===== config.mk =====
export PLATFORM = sky130hd
export DESIGN_NAME = tmds_word_aligner
export DESIGN_NICKNAME = d
export VERILOG_FILES = /design/src/rtl/tmds_pkg.sv /design/src/rtl/tmds_bit_window.sv /design/src/rtl/tmds_word_aligner.sv
export SDC_FILE = /design/constraint.sdc
export NUM_CORES = 1
export LEC_CHECK = 0
export CAP_MARGIN = 20
export CORE_MARGIN = 3
export CORE_UTILIZATION = 35
export DETAILED_ROUTE_END_ITERATION = 10
export DONT_BUFFER_PORTS = 1
export GPL_TIMING_DRIVEN = 0
export PLACE_DENSITY = 0.61
export SYNTH_ARGS = -nofsm -noshare
export SYNTH_HDL_FRONTEND = slang
export SYNTH_HIERARCHICAL = 1
export SYNTH_SLANG_ARGS = --single-unit

===== constraint.sdc =====
create_clock -name clk_shift -period 7.5 [get_ports clk_shift]
set_clock_uncertainty 0.05 [all_clocks]
set_input_delay 1.125 -clock clk_shift [delete_from_list [all_inputs] [get_ports clk_shift]]
set_output_delay 1.125 -clock clk_shift [all_outputs]
set_load 0.1 [all_outputs]

===== src/rtl/tmds_pkg.sv =====
// Shared TMDS definitions: control symbols, lane-alignment FSM states and geometry
// constants, reused by the word aligner and the TMDS decoder.
package tmds_pkg;

    localparam logic [9:0] TMDS_CTRL_00 = 10'h354;
    localparam logic [9:0] TMDS_CTRL_01 = 10'h0AB;
    localparam logic [9:0] TMDS_CTRL_10 = 10'h154;
    localparam logic [9:0] TMDS_CTRL_11 = 10'h2AB;

    localparam int         SYM_W      = 10;
    localparam int         HIST_W     = 2 * SYM_W;
    localparam logic [2:0] PH_LAST    = 3'd4;
    localparam logic [3:0] OFFSET_MAX = 4'd9;

    typedef enum logic [1:0] {
        ST_SEARCH,
        ST_CHECK,
        ST_LOCKED
    } align_state_t;

    function automatic logic is_tmds_ctrl(input logic [SYM_W-1:0] w);
        return (w == TMDS_CTRL_00) || (w == TMDS_CTRL_01) ||
               (w == TMDS_CTRL_10) || (w == TMDS_CTRL_11);
    endfunction

endpackage


===== src/rtl/tmds_bit_window.sv =====
// 20-bit DDR history with a 0..9 barrel select and the mod-5 phase counter that
// marks the edge on which a complete symbol window is available.
module tmds_bit_window
    import tmds_pkg::*;
(
    input  logic             clk_shift,
    input  logic             rst_n,
    input  logic [1:0]       q,
    input  logic [3:0]       offset,
    output logic [SYM_W-1:0] win,
    output logic             emit
);

    logic [HIST_W-1:0] hist;
    logic [HIST_W-1:0] hist_next;
    logic [HIST_W-1:0] shifted;
    logic [2:0]        ph;

    // The pair arriving on this edge is already part of the selected window.
    assign hist_next = {q, hist[HIST_W-1:2]};
    assign emit      = (ph == PH_LAST);
    assign shifted   = hist_next >> offset;
    assign win       = shifted[SYM_W-1:0];

    // NOTE: state registers use non-blocking assignments so every flop samples
    // pre-edge values, independent of the order of always blocks.
    always_ff @(posedge clk_shift or negedge rst_n) begin
        if (!rst_n) begin
            hist <= '0;
            ph   <= '0;
        end else begin
            hist <= hist_next;
            ph   <= emit ? 3'd0 : ph + 3'd1;
        end
    end

endmodule


===== src/rtl/tmds_word_aligner.sv =====
// Per-lane TMDS symbol aligner: bit-slips the window until a run of control symbols
// is seen, then emits aligned words with a strobe every fifth shift clock.
module tmds_word_aligner
    import tmds_pkg::*;
#(
    parameter int CTRL_RUN     = 8,
    parameter int SLIP_TIMEOUT = 4096,
    parameter int LOSS_WORDS   = 8192
) (
    input  logic             clk_shift,
    input  logic             rst_n,
    input  logic [1:0]       q,
    output logic [SYM_W-1:0] word,
    output logic             word_valid,
    output logic             ctrl,
    output logic             locked,
    output logic [3:0]       offset
);

    localparam int RUN_W  = $clog2(CTRL_RUN + 1);
    localparam int MISS_W = $clog2(SLIP_TIMEOUT + 1);
    localparam int LOSS_W = $clog2(LOSS_WORDS + 1);

    logic [SYM_W-1:0] win;
    logic             emit;
    logic             is_ctrl;

    align_state_t      state, state_n;
    logic [RUN_W-1:0]  run,  run_n,  run_inc;
    logic [MISS_W-1:0] miss, miss_n, miss_inc;
    logic [LOSS_W-1:0] loss, loss_n, loss_inc;
    logic [3:0]        offset_n;

    tmds_bit_window u_window (
        .clk_shift (clk_shift),
        .rst_n     (rst_n),
        .q         (q),
        .offset    (offset),
        .win       (win),
        .emit      (emit)
    );

    assign is_ctrl  = is_tmds_ctrl(win);
    assign run_inc  = run + 1'b1;
    assign miss_inc = miss + 1'b1;
    assign loss_inc = loss + 1'b1;

    always_ff @(posedge clk_shift or negedge rst_n) begin
        if (!rst_n) begin
            state  <= ST_SEARCH;
            run    <= '0;
            miss   <= '0;
            loss   <= '0;
            offset <= '0;
        end else begin
            state  <= state_n;
            run    <= run_n;
            miss   <= miss_n;
            loss   <= loss_n;
            offset <= offset_n;
        end
    end

    // NOTE: every output of this block is defaulted first so no path infers a latch.
    always_comb begin
        state_n  = state;
        run_n    = run;
        miss_n   = miss;
        loss_n   = loss;
        offset_n = offset;
        if (emit) begin
            unique case (state)
                ST_SEARCH: begin
                    if (is_ctrl) begin
                        miss_n = '0;
                        if (CTRL_RUN == 1) begin
                            state_n = ST_LOCKED;
                            run_n   = '0;
                            loss_n  = '0;
                        end else begin
                            state_n = ST_CHECK;
                            run_n   = RUN_W'(1);
                        end
                    end else if (miss_inc == MISS_W'(SLIP_TIMEOUT)) begin
                        miss_n   = '0;
                        offset_n = (offset == OFFSET_MAX) ? 4'd0 : offset + 4'd1;
                    end else begin
                        miss_n = miss_inc;
                    end
                end
                ST_CHECK: begin
                    if (!is_ctrl) begin
                        state_n = ST_SEARCH;
                        run_n   = '0;
                    end else if (run_inc == RUN_W'(CTRL_RUN)) begin
                        state_n = ST_LOCKED;
                        run_n   = '0;
                        loss_n  = '0;
                    end else begin
                        run_n = run_inc;
                    end
                end
                ST_LOCKED: begin
                    // A completed run refreshes the loss window even on its expiry word.
                    if (is_ctrl && run_inc == RUN_W'(CTRL_RUN)) begin
                        run_n  = '0;
                        loss_n = '0;
                    end else begin
                        run_n = is_ctrl ? run_inc : '0;
                        if (loss_inc == LOSS_W'(LOSS_WORDS)) begin
                            state_n = ST_SEARCH;
                            run_n   = '0;
                            miss_n  = '0;
                            loss_n  = '0;
                        end else begin
                            loss_n = loss_inc;
                        end
                    end
                end
                default: state_n = ST_SEARCH;
            endcase
        end
    end

    always_comb begin
        locked = (state == ST_LOCKED);
    end

    always_ff @(posedge clk_shift or negedge rst_n) begin
        if (!rst_n) begin
            word       <= '0;
            word_valid <= 1'b0;
            ctrl       <= 1'b0;
        end else begin
            word_valid <= emit;
            if (emit) begin
                word <= win;
                ctrl <= is_ctrl;
            end
        end
    end

endmodule


==> flow_summary.json, run 1 <==
{
  "nets": 456,
  "ir_drop_uv": 119.9,
  "routed_wl_um": 9530,
  "min_period_ns": 4.552,
  "syn_nets": 443,
  "period_share_pct": 60.69,
  "fmax_mhz": 219.7,
  "fp.dieH_um": 119.8,
  "vias_per_cell": 5.610,
  "initial_core_util_pct": 36.84,
  "rsz0062_at_grt": "no",
  "die_w_um": 119.8,
  "ios": 21,
  "drive_gt1_share_pct": 18.34,
  "nFillCells": 1197,
  "max-slew-margin-rel_pct": 27.32,
  "rows": 40,
  "ctsHoldBuffers": 0,
  "cts_setup_buffers": 0,
  "clk_latency_ns": 0.33,
  "holdPathEnd": "u_window/hist[3]",
  "clk_path_buf_depth": 2,
  "synth_edf_count": 0,
  "synth_warnings": 6,
  "p_total_mw": 1.074,
  "cp.required_ns": 7.67,
  "cp-start-kind": "flip-flop",
  "htreeDepth": 3,
  "status": "finished clean",
  "cp-end-kind": "flip-flop",
  "layout_common_cells": "70 x dfrtp_1, 40 x nand2_1, 27 x nor2_1",
  "rr_endpoint": "loss[8]",
  "grt_overflow": 0,
  "grt.total_usage_pct": 13.77,
  "num_antenna_cells": 0,
  "min_from": "u_window/hist[5]",
  "ff2ff_path_depth": 11,
  "ys_seq_elements": 70,
  "crit_fanout": 9,
  "hold-worst-slack_ns": 0.3407,
  "finalSetupViolations": 0,
  "dp_hpwl_um": 6747,
  "ctsResizeCount": 0,
  "cts_buffers": 9,
  "synth-main-ff-cell": "dfrtp_1",
  "hold_path.class": "reg2reg",
  "grt_max_degree": 71,
  "async_flop_share_pct": 100.0,
  "cts-root-buf": "clkbuf_16",
  "syn_avg_cell_area_um2": 10.57,
  "worst_pin_slew_ns": 1.090,
  "firstDrtPassIters": 6,
  "p_per_area_nw_per_um2": 212.1,
  "synth_cells": 429,
  "rrSetupSlack_ns": 2.95,
  "yosysUniqueCellTypes": 72,
  "final_util_pct": 41.13,
  "clkTransAtPathRegs_ns": 0.06,
  "final_antenna_net_count": 0,
  "r2r_start": "offset[2]",
  "p_leak_nw": 2.030,
  "yosysSeqAreaShare_pct": 38.62,
  "holdPathStages": 0,
  "cts_tree": "built",
  "finalSetupTns_ns": 0,
  "drt_iter0_markers": 248,
  "io_buffer_count": 0,
  "cap_violations": 0,
  "cp.arrival_ns": 4.72,
  "core_um2": 12310,
  "drc_errors": 0,
  "drt-wirelength-per-cell_um": 15.50,
  "cts_sinks": 70,
  "syn_area_um2": 4536,
  "syn2layout_area_growth_pct": 11.64,
  "antenna_found_initial": 0,
  "die_area_um2": 14360,
  "via_count": 3450,
  "grt_pass1_wl_um": 16320,
  "final_common_cell": "dfrtp_1",
  "maxSlewViolCount": 0,
  "grt_pass1_vias": 3271,
  "hold_viol_final": 0,
  "critical_path_class": "reg2reg",
  "place_congestion": 0.8722
}
[stage by stage]
stage	area, µm²	worst slack, ns	cells
2_1_floorplan	4536	3.578	429
3_3_place_gp	4746	2.958	597
3_5_place_dp	4746	2.911	597
4_1_cts	5032	2.916	613
5_1_grt	5064	2.649	615
6_report	5064	2.948	615
[synth_stat cells (all sizes together) (6+ instances only)]
| master | instances | area share, % |
|---|---|---|
| mux2 | 15 | 3.7 |
| a31oi | 6 | 0.83 |
| or3 | 6 | 0.86 |
| a21oi | 16 | 1.8 |
| nor3 | 10 | 1.1 |
| nand3 | 18 | 2.1 |
| buf | 10 | 2.0 |
| clkbuf | 14 | 2.1 |
| o21ai | 24 | 2.6 |
| dfrtp | 70 | 39 |
| mux2i | 12 | 2.6 |
| ha | 10 | 2.8 |
| nand4 | 8 | 1.2 |
| nor4 | 7 | 0.97 |
| mux4 | 23 | 12 |
| inv | 15 | 1.2 |
| a21o | 11 | 1.8 |
| nor2 | 28 | 2.4 |
| nand2 | 40 | 3.3 |
| nor2b | 9 | 1.2 |
| a22oi | 6 | 0.99 |
[cell families (layout without fill, tap and decap cells)]
family	Yosys count	in the layout	share of synthesized area [%]
compound gates	97	97	15.12
simple gates	156	156	18.62
flops	70	70	38.62
buf+inv	39	57	5.324
mux	50	50	18.21
xor+xnor	7	7	1.352
fa+ha+maj	10	10	2.759
[critical path, cell delays in order (launching register included)]
cell	delay, ns
dfrtp_1	1.03
buf_2	0.42
mux4_2	0.55
mux2i_1	0.26
mux2i_1	0.18
nand4bb_1	0.19
or4_1	0.49
nand2_1	0.20
nand2b_1	0.17
a21oi_1	0.50
o21ai_0	0.19
a21o_1	0.21
[area by class of cell]
class                      instances  area [µm²]  share of cell area, %
multi-input combinational        320        2542                  50.21
sequential                        70        1752                  34.59
tap                              168       210.2                  4.151
inverter                          15       56.30                  1.112
timing repair buffer               2       31.28                 0.6177
clock buffer                      11       252.7                  4.991
clock inverter                     5       33.78                 0.6672
buffer                            24       185.2                  3.657
[state kept, by name, indices dropped and copies added (netlist names)]
signal / cells
offset: 4
loss: 14
word: 10
u_window/ph: 3
u_window/hist: 18
word_valid: 1
miss: 13
ctrl: 1
run: 4
state: 2
[layer usage]
metal | track usage (%) | part of all wire (%) | vias to the layer above
met1 | 19.63 | 50 | 1705
met3 | 2.828 | 4.9 | 12
met4 | 5.798 | 1.7 | 0
met2 | 20.34 | 44 | 77
li1 | - | - | 1656
met5 | 0 | 0 | -
[how the worst max path moves through the flow]
| stage | startpoint | to | depth (start not counted) |
|---|---|---|---|
| 6_report | offset[2] | loss[8] | 11 |
| 5_1_grt | offset[1] | loss[6] | 13 |
| 4_1_cts | offset[2] | loss[8] | 11 |
| 3_5_place_dp | offset[2] | loss[8] | 11 |
| 3_3_place_gp | offset[2] | loss[2] | 11 |
| 2_1_floorplan | offset[2] | run[2] | 10 |
[report_power, final]
part           internal, mW  switching [mW]
Clock                 0.241           0.159
Combinational        0.0901           0.120
Sequential            0.405          0.0592
Total                 0.736           0.338
No activity file was read; power rests on OpenSTA's default activity.
==> run 2: changes to the inputs <==
--- a/config.mk
+++ b/config.mk
@@ -11,7 +11,7 @@
 export DETAILED_ROUTE_END_ITERATION = 10
 export DONT_BUFFER_PORTS = 1
 export GPL_TIMING_DRIVEN = 0
-export PLACE_DENSITY = 0.61
+export PLACE_DENSITY = 0.63
 export SYNTH_ARGS = -nofsm -noshare
 export SYNTH_HDL_FRONTEND = slang
 export SYNTH_HIERARCHICAL = 1
==> constraint.sdc (replaced) <==
create_clock -name clk_shift -period 3.66 [get_ports clk_shift]
set_clock_uncertainty 0.05 [all_clocks]
set_input_delay 0.549 -clock clk_shift [delete_from_list [all_inputs] [get_ports clk_shift]]
set_output_delay 0.549 -clock clk_shift [all_outputs]
set_load 0.1 [all_outputs]
==> flow_summary.json, run 2 (synthesis gave the netlist of run 1 again) <==
{
  "finalSetupViolations": 0,
  "reg.largest.list": "u_window/hist (18), loss (14), miss (13)",
  "cp-endpoint": "run[2]",
  "nFillCells": 1175,
  "p_leak_nw": 2.120,
  "fin_ws_ns": 0.08372,
  "layout_common_cells": "66 x dfrtp_1, 38 x nand2_1, 25 x nor2_1",
  "status": "finished clean",
  "dp_hpwl_um": 6982,
  "final_antenna_net_count": 0,
  "crit_fanout": 10,
  "critical_path_class": "reg2reg",
  "r2r_start": "offset[0]",
  "routed_wl_um": 10300,
  "cts_tree": "built",
  "cp-start-kind": "flip-flop",
  "fmax_mhz": 279.6,
  "rr_endpoint": "run[2]",
  "crit_path_start": "offset[0]",
  "rrSetupSlack_ns": 0.08,
  "num_antenna_cells": 0,
  "cp.arrival_ns": 3.80,
  "drt-wirelength-per-cell_um": 16.61,
  "htreeDepth": 3,
  "cap_violations": 0,
  "via_count": 3552,
  "cts_sinks": 70,
  "initial_core_util_pct": 36.84,
  "cts_buffers": 9,
  "fp.dieH_um": 119.8,
  "place_congestion": 0.9052,
  "rows": 40,
  "drive_gt1_share_pct": 23.89,
  "min_period_ns": 3.576,
  "cp.required_ns": 3.88,
  "path_cells": "buf_6 -> buf_12 -> mux4_2 -> a22oi_1 -> nand3_1 -> nand4bb_1 -> or4_4 -> and2_4 -> or3_4 -> nor4b_2 -> a221o_1",
  "vias_per_cell": 5.729,
  "die_w_um": 119.8,
  "core_um2": 12310,
  "cp_slowest_stage_delay_ns": 0.64,
  "cp_num_buf_inv": 2,
  "cp.depth": 11,
  "clk_latency_ns": 0.33,
  "grt_pass1_wl_um": 17460,
  "syn2layout_area_growth_pct": 16.44,
  "die_area_um2": 14360,
  "grt_max_degree": 71,
  "largest-register": "u_window/hist",
  "nets": 461,
  "max-slew-margin-rel_pct": 37.49,
  "clkTransAtPathRegs_ns": 0.06,
  "grt.total_usage_pct": 14.80,
  "slowest_stage": "dfrtp_4",
  "final_common_cell": "dfrtp_1",
  "antenna_found_initial": 0,
  "p_per_area_nw_per_um2": 452.4,
  "dp_slack_ns": -0.5453,
  "grt_overflow": 0,
  "io_buffer_count": 0,
  "grt_pass1_vias": 3401,
  "firstDrtPassIters": 4,
  "cp_top_family": "simple AND/OR/NAND/NOR gates",
  "period_share_pct": 97.71,
  "hold_path.class": "in2async",
  "drc_errors": 0,
  "drt_iter0_markers": 371,
  "finalSetupTns_ns": 0,
  "hold_viol_final": 0,
  "largest_reg_flops": 18,
  "ios": 21,
  "worst_pin_slew_ns": 0.9278,
  "ir_drop_uv": 299.7,
  "cts-root-buf": "clkbuf_16",
  "cp-end-kind": "flip-flop",
  "clk_path_buf_depth": 2,
  "ff2ff_path_depth": 11,
  "maxSlewViolCount": 0
}
run 2: worst min-delay path by stage:
| stage | startpoint | endpoint | slack (ns) |
|---|---|---|---|
| 2_1_floorplan | rst_n | ctrl | 0.20 |
| 3_3_place_gp | rst_n | word[5] | 0.21 |
| 3_5_place_dp | rst_n | word[2] | 0.21 |
| 4_1_cts | rst_n | ctrl | 0.06 |
| 5_1_grt | rst_n | word[6] | 0.07 |
| 6_report | rst_n | word[6] | 0.05 |
run 2: what timing repair did:
action                     CTS  global route
cloned                       0             0
setup buffers                3             1
hold buffers                 1             0
hold endpoints to repair    70             0
gates resized for setup     19            21
pin swaps                    1            10
setup endpoints to repair   34            32
run 2: routing by layer:
layer  GRT usage (%)  vias to the layer above  routed length, µm
li1                -                     1679                  -
met1           21.69                     1792               4978
met2           21.93                       70               4760
met3           3.157                       11                415
met4           4.581                        0                143
met5               0                        -                  0
run 2: per-stage QoR:
stage / util [%] / cell area, µm² / std cells / power, mW / hold WS [ns]
2_1_floorplan: - / 4541 / 429 / 1.286 / 0.2034
3_3_place_gp: 38.59 / 4751 / 597 / 1.384 / 0.2051
4_1_cts: 42.10 / 5184 / 617 / 2.395 / 0.05808
3_5_place_dp: 38.59 / 4751 / 597 / 1.397 / 0.2054
5_1_grt: 42.90 / 5281 / 620 / 2.524 / 0.07079
6_report: 42.90 / 5281 / 620 / 2.389 / 0.05122
run 2: cell type report:
| class | instances | area, µm² | share of cell area, % |
|---|---|---|---|
| inverter | 15 | 56.30 | 1.066 |
| multi-input combinational | 320 | 2611 | 49.44 |
| buffer | 24 | 220.2 | 4.170 |
| clock inverter | 7 | 102.6 | 1.943 |
| sequential | 70 | 1767 | 33.45 |
| clock buffer | 9 | 225.2 | 4.264 |
| tap | 168 | 210.2 | 3.980 |
| timing repair buffer | 7 | 88.84 | 1.682 |
run 2: power by group:
group          total, mW  internal [mW]  switching [mW]
Sequential         0.953          0.830           0.123
Clock              0.960          0.605           0.355
Combinational      0.477          0.198           0.278
==> run 3: changes to the inputs <==
--- a/config.mk
+++ b/config.mk
@@ -11,7 +11,8 @@
 export DETAILED_ROUTE_END_ITERATION = 10
 export DONT_BUFFER_PORTS = 1
 export GPL_TIMING_DRIVEN = 0
-export PLACE_DENSITY = 0.63
+export PLACE_DENSITY = 0.61
+export REMOVE_ABC_BUFFERS = 1
 export SYNTH_ARGS = -nofsm -noshare
 export SYNTH_HDL_FRONTEND = slang
 export SYNTH_HIERARCHICAL = 1
==> constraint.sdc (replaced) <==
create_clock -name clk_shift -period 3.7 [get_ports clk_shift]
set_clock_uncertainty 0.05 [all_clocks]
set_input_delay 0.555 -clock clk_shift [delete_from_list [all_inputs] [get_ports clk_shift]]
set_output_delay 0.555 -clock clk_shift [all_outputs]
set_load 0.1 [all_outputs]
==> flow_summary.json, run 3 (synthesis gave the netlist of run 1 again) <==
{
  "nets": 448,
  "switching_power_mw": 0.7191,
  "grt_overflow": 0,
  "syn2layout_area_growth_pct": 13.63,
  "r2r_start": "offset[2]",
  "p_leak_nw": 2.052,
  "finalNonFillerCells": 606,
  "p_per_area_nw_per_um2": 446.2,
  "combPwrFrac_pct": 19.8,
  "cp_top_family": "multiplexers",
  "drive_gt1_share_pct": 20.32,
  "vias_per_cell": 5.729,
  "cp-end-kind": "flip-flop",
  "cap_violations": 0,
  "worst_pin_slew_ns": 0.9597,
  "antenna_found_initial": 0,
  "cp-start-kind": "flip-flop",
  "switching_share_pct": 31.27,
  "rr_endpoint": "run[0]",
  "core_um2": 12310,
  "final_common_cell": "dfrtp_1",
  "seqPwrFrac_pct": 41.5,
  "firstDrtPassIters": 7,
  "hold_viol_final": 0,
  "fin_area_um2": 5154,
  "pwr-share-clk_pct": 38.7,
  "layout_common_cells": "66 x dfrtp_1, 40 x nand2_1, 27 x nor2_1",
  "final_util_pct": 41.86,
  "path_cells": "mux4_2 -> mux2i_1 -> mux2i_1 -> nand4bb_1 -> or4_1 -> nand2_1 -> nand2b_2 -> a32oi_2 -> o31ai_1 -> mux2_2",
  "min_period_ns": 3.507,
  "largest-register": "u_window/hist",
  "fmax_mhz": 285.1,
  "cp_num_buf_inv": 0,
  "reg.largest.list": "u_window/hist (18), loss (14), miss (13)",
  "p_total_mw": 2.300,
  "cts_sinks": 70,
  "fin_ws_ns": 0.1929,
  "dp_hpwl_um": 6666,
  "final_antenna_net_count": 0,
  "clk_latency_ns": 0.33,
  "crit_fanout": 7,
  "cp.required_ns": 3.87,
  "hold_path.class": "in2async",
  "place_congestion": 0.8495,
  "fp.dieH_um": 119.8,
  "clkTransAtPathRegs_ns": 0.06,
  "grt_max_degree": 71,
  "critical_path_class": "reg2reg",
  "finalSetupViolations": 0,
  "p_int_mw": 1.581,
  "drt-wirelength-per-cell_um": 16.85,
  "cp_common_cell": "mux2i_1",
  "via_count": 3472,
  "slowest_stage": "dfrtp_4",
  "drc_errors": 0,
  "finalSetupTns_ns": 0,
  "cp_slowest_stage_delay_ns": 0.67,
  "rows": 40,
  "io_buffer_count": 0,
  "routed_wl_um": 10210,
  "cp.arrival_ns": 3.68,
  "die_w_um": 119.8,
  "maxSlewViolCount": 0,
  "rrSetupSlack_ns": 0.19,
  "drt_iter0_markers": 301,
  "clk_path_buf_depth": 2,
  "die_area_um2": 14360,
  "dp_slack_ns": -0.4536,
  "ir_drop_uv": 216.2,
  "hold-worst-slack_ns": 0.04358,
  "placed_area_um2": 4637,
  "num_antenna_cells": 0,
  "period_share_pct": 94.79,
  "rsz0062_at_grt": "no",
  "cts-root-buf": "clkbuf_16",
  "ios": 21,
  "status": "finished clean",
  "largest_reg_flops": 18,
  "cts_buffers": 9,
  "cts_tree": "built",
  "max-slew-margin-rel_pct": 36.02,
  "grt_pass1_wl_um": 17380,
  "ff2ff_path_depth": 10,
  "place_inst": 577,
  "htreeDepth": 3,
  "grt.total_usage_pct": 14.74,
  "grt_pass1_vias": 3477,
  "initial_core_util_pct": 36.84
}
[run 3: cell count changes in the layout (fill, tap and decap cells not counted), sizes merged]
cell and change:
bufbuf +1, buf -1, inv -2, bufinv -1, clkbuf -12, nand3b +1
[run 3: repair_timing]
item,in CTS,in global routing
hold endpoints to repair,70,0
hold buffers,1,0
endpoints found under the setup margin,31,26
setup buffers,4,6
gates cloned,2,1
resized for setup,3,10
pin swaps,2,2
[run 3: cell type report]
class | instances | area (µm²)
Fill cell | 1190 | 7158
Clock inverter | 4 | 55.05
Sequential cell | 70 | 1764
Clock buffer | 11 | 252.7
Multi-Input combinational cell | 321 | 2586
Tap cell | 168 | 210.2
Timing Repair Buffer | 17 | 229.0
Inverter | 15 | 56.30
[run 3: metal layers]
metal	wire length, µm	track usage, %	up-vias	share of wire, %
li1	-	-	1645	-
met1	4514	19.07	1754	44
met2	5189	24.40	67	51
met3	424	3.440	6	4.2
met4	83	4.868	0	0.81
met5	0	0	-	0
[run 3: power by group through the flow]
| stage | Combinational [mW] | Sequential, mW | Clock, mW |
|---|---|---|---|
| CTS | 0.445 | 0.950 | 0.917 |
| finish | 0.456 | 0.953 | 0.891 |
| floorplan | 0.319 | 0.938 | 0 |
| detailed placement | 0.397 | 0.964 | 0 |
| global placement | 0.387 | 0.959 | 0 |
| global route | 0.511 | 0.963 | 0.957 |
[run 3: worst reg2reg max path: cells and delay by family (launching register included)]
kind,cells,cell delay [ns]
AO/OA/AOI/OAI,2,0.41
flip-flops,1,0.67
multiplexers,4,1.23
AND/OR/NAND/NOR,4,1.04
[run 3: worst max path at each step]
stage / start / end / slack, ns / cells after the start
2_1_floorplan: offset[0] / run[2] / -0.53 / 9
3_3_place_gp: offset[0] / loss[3] / -1.14 / 10
3_5_place_dp: offset[2] / loss[2] / -0.45 / 10
4_1_cts: offset[0] / run[2] / 0.0005 / 10
5_1_grt: offset[2] / miss[2] / 0.03 / 10
6_report: offset[2] / run[0] / 0.19 / 10
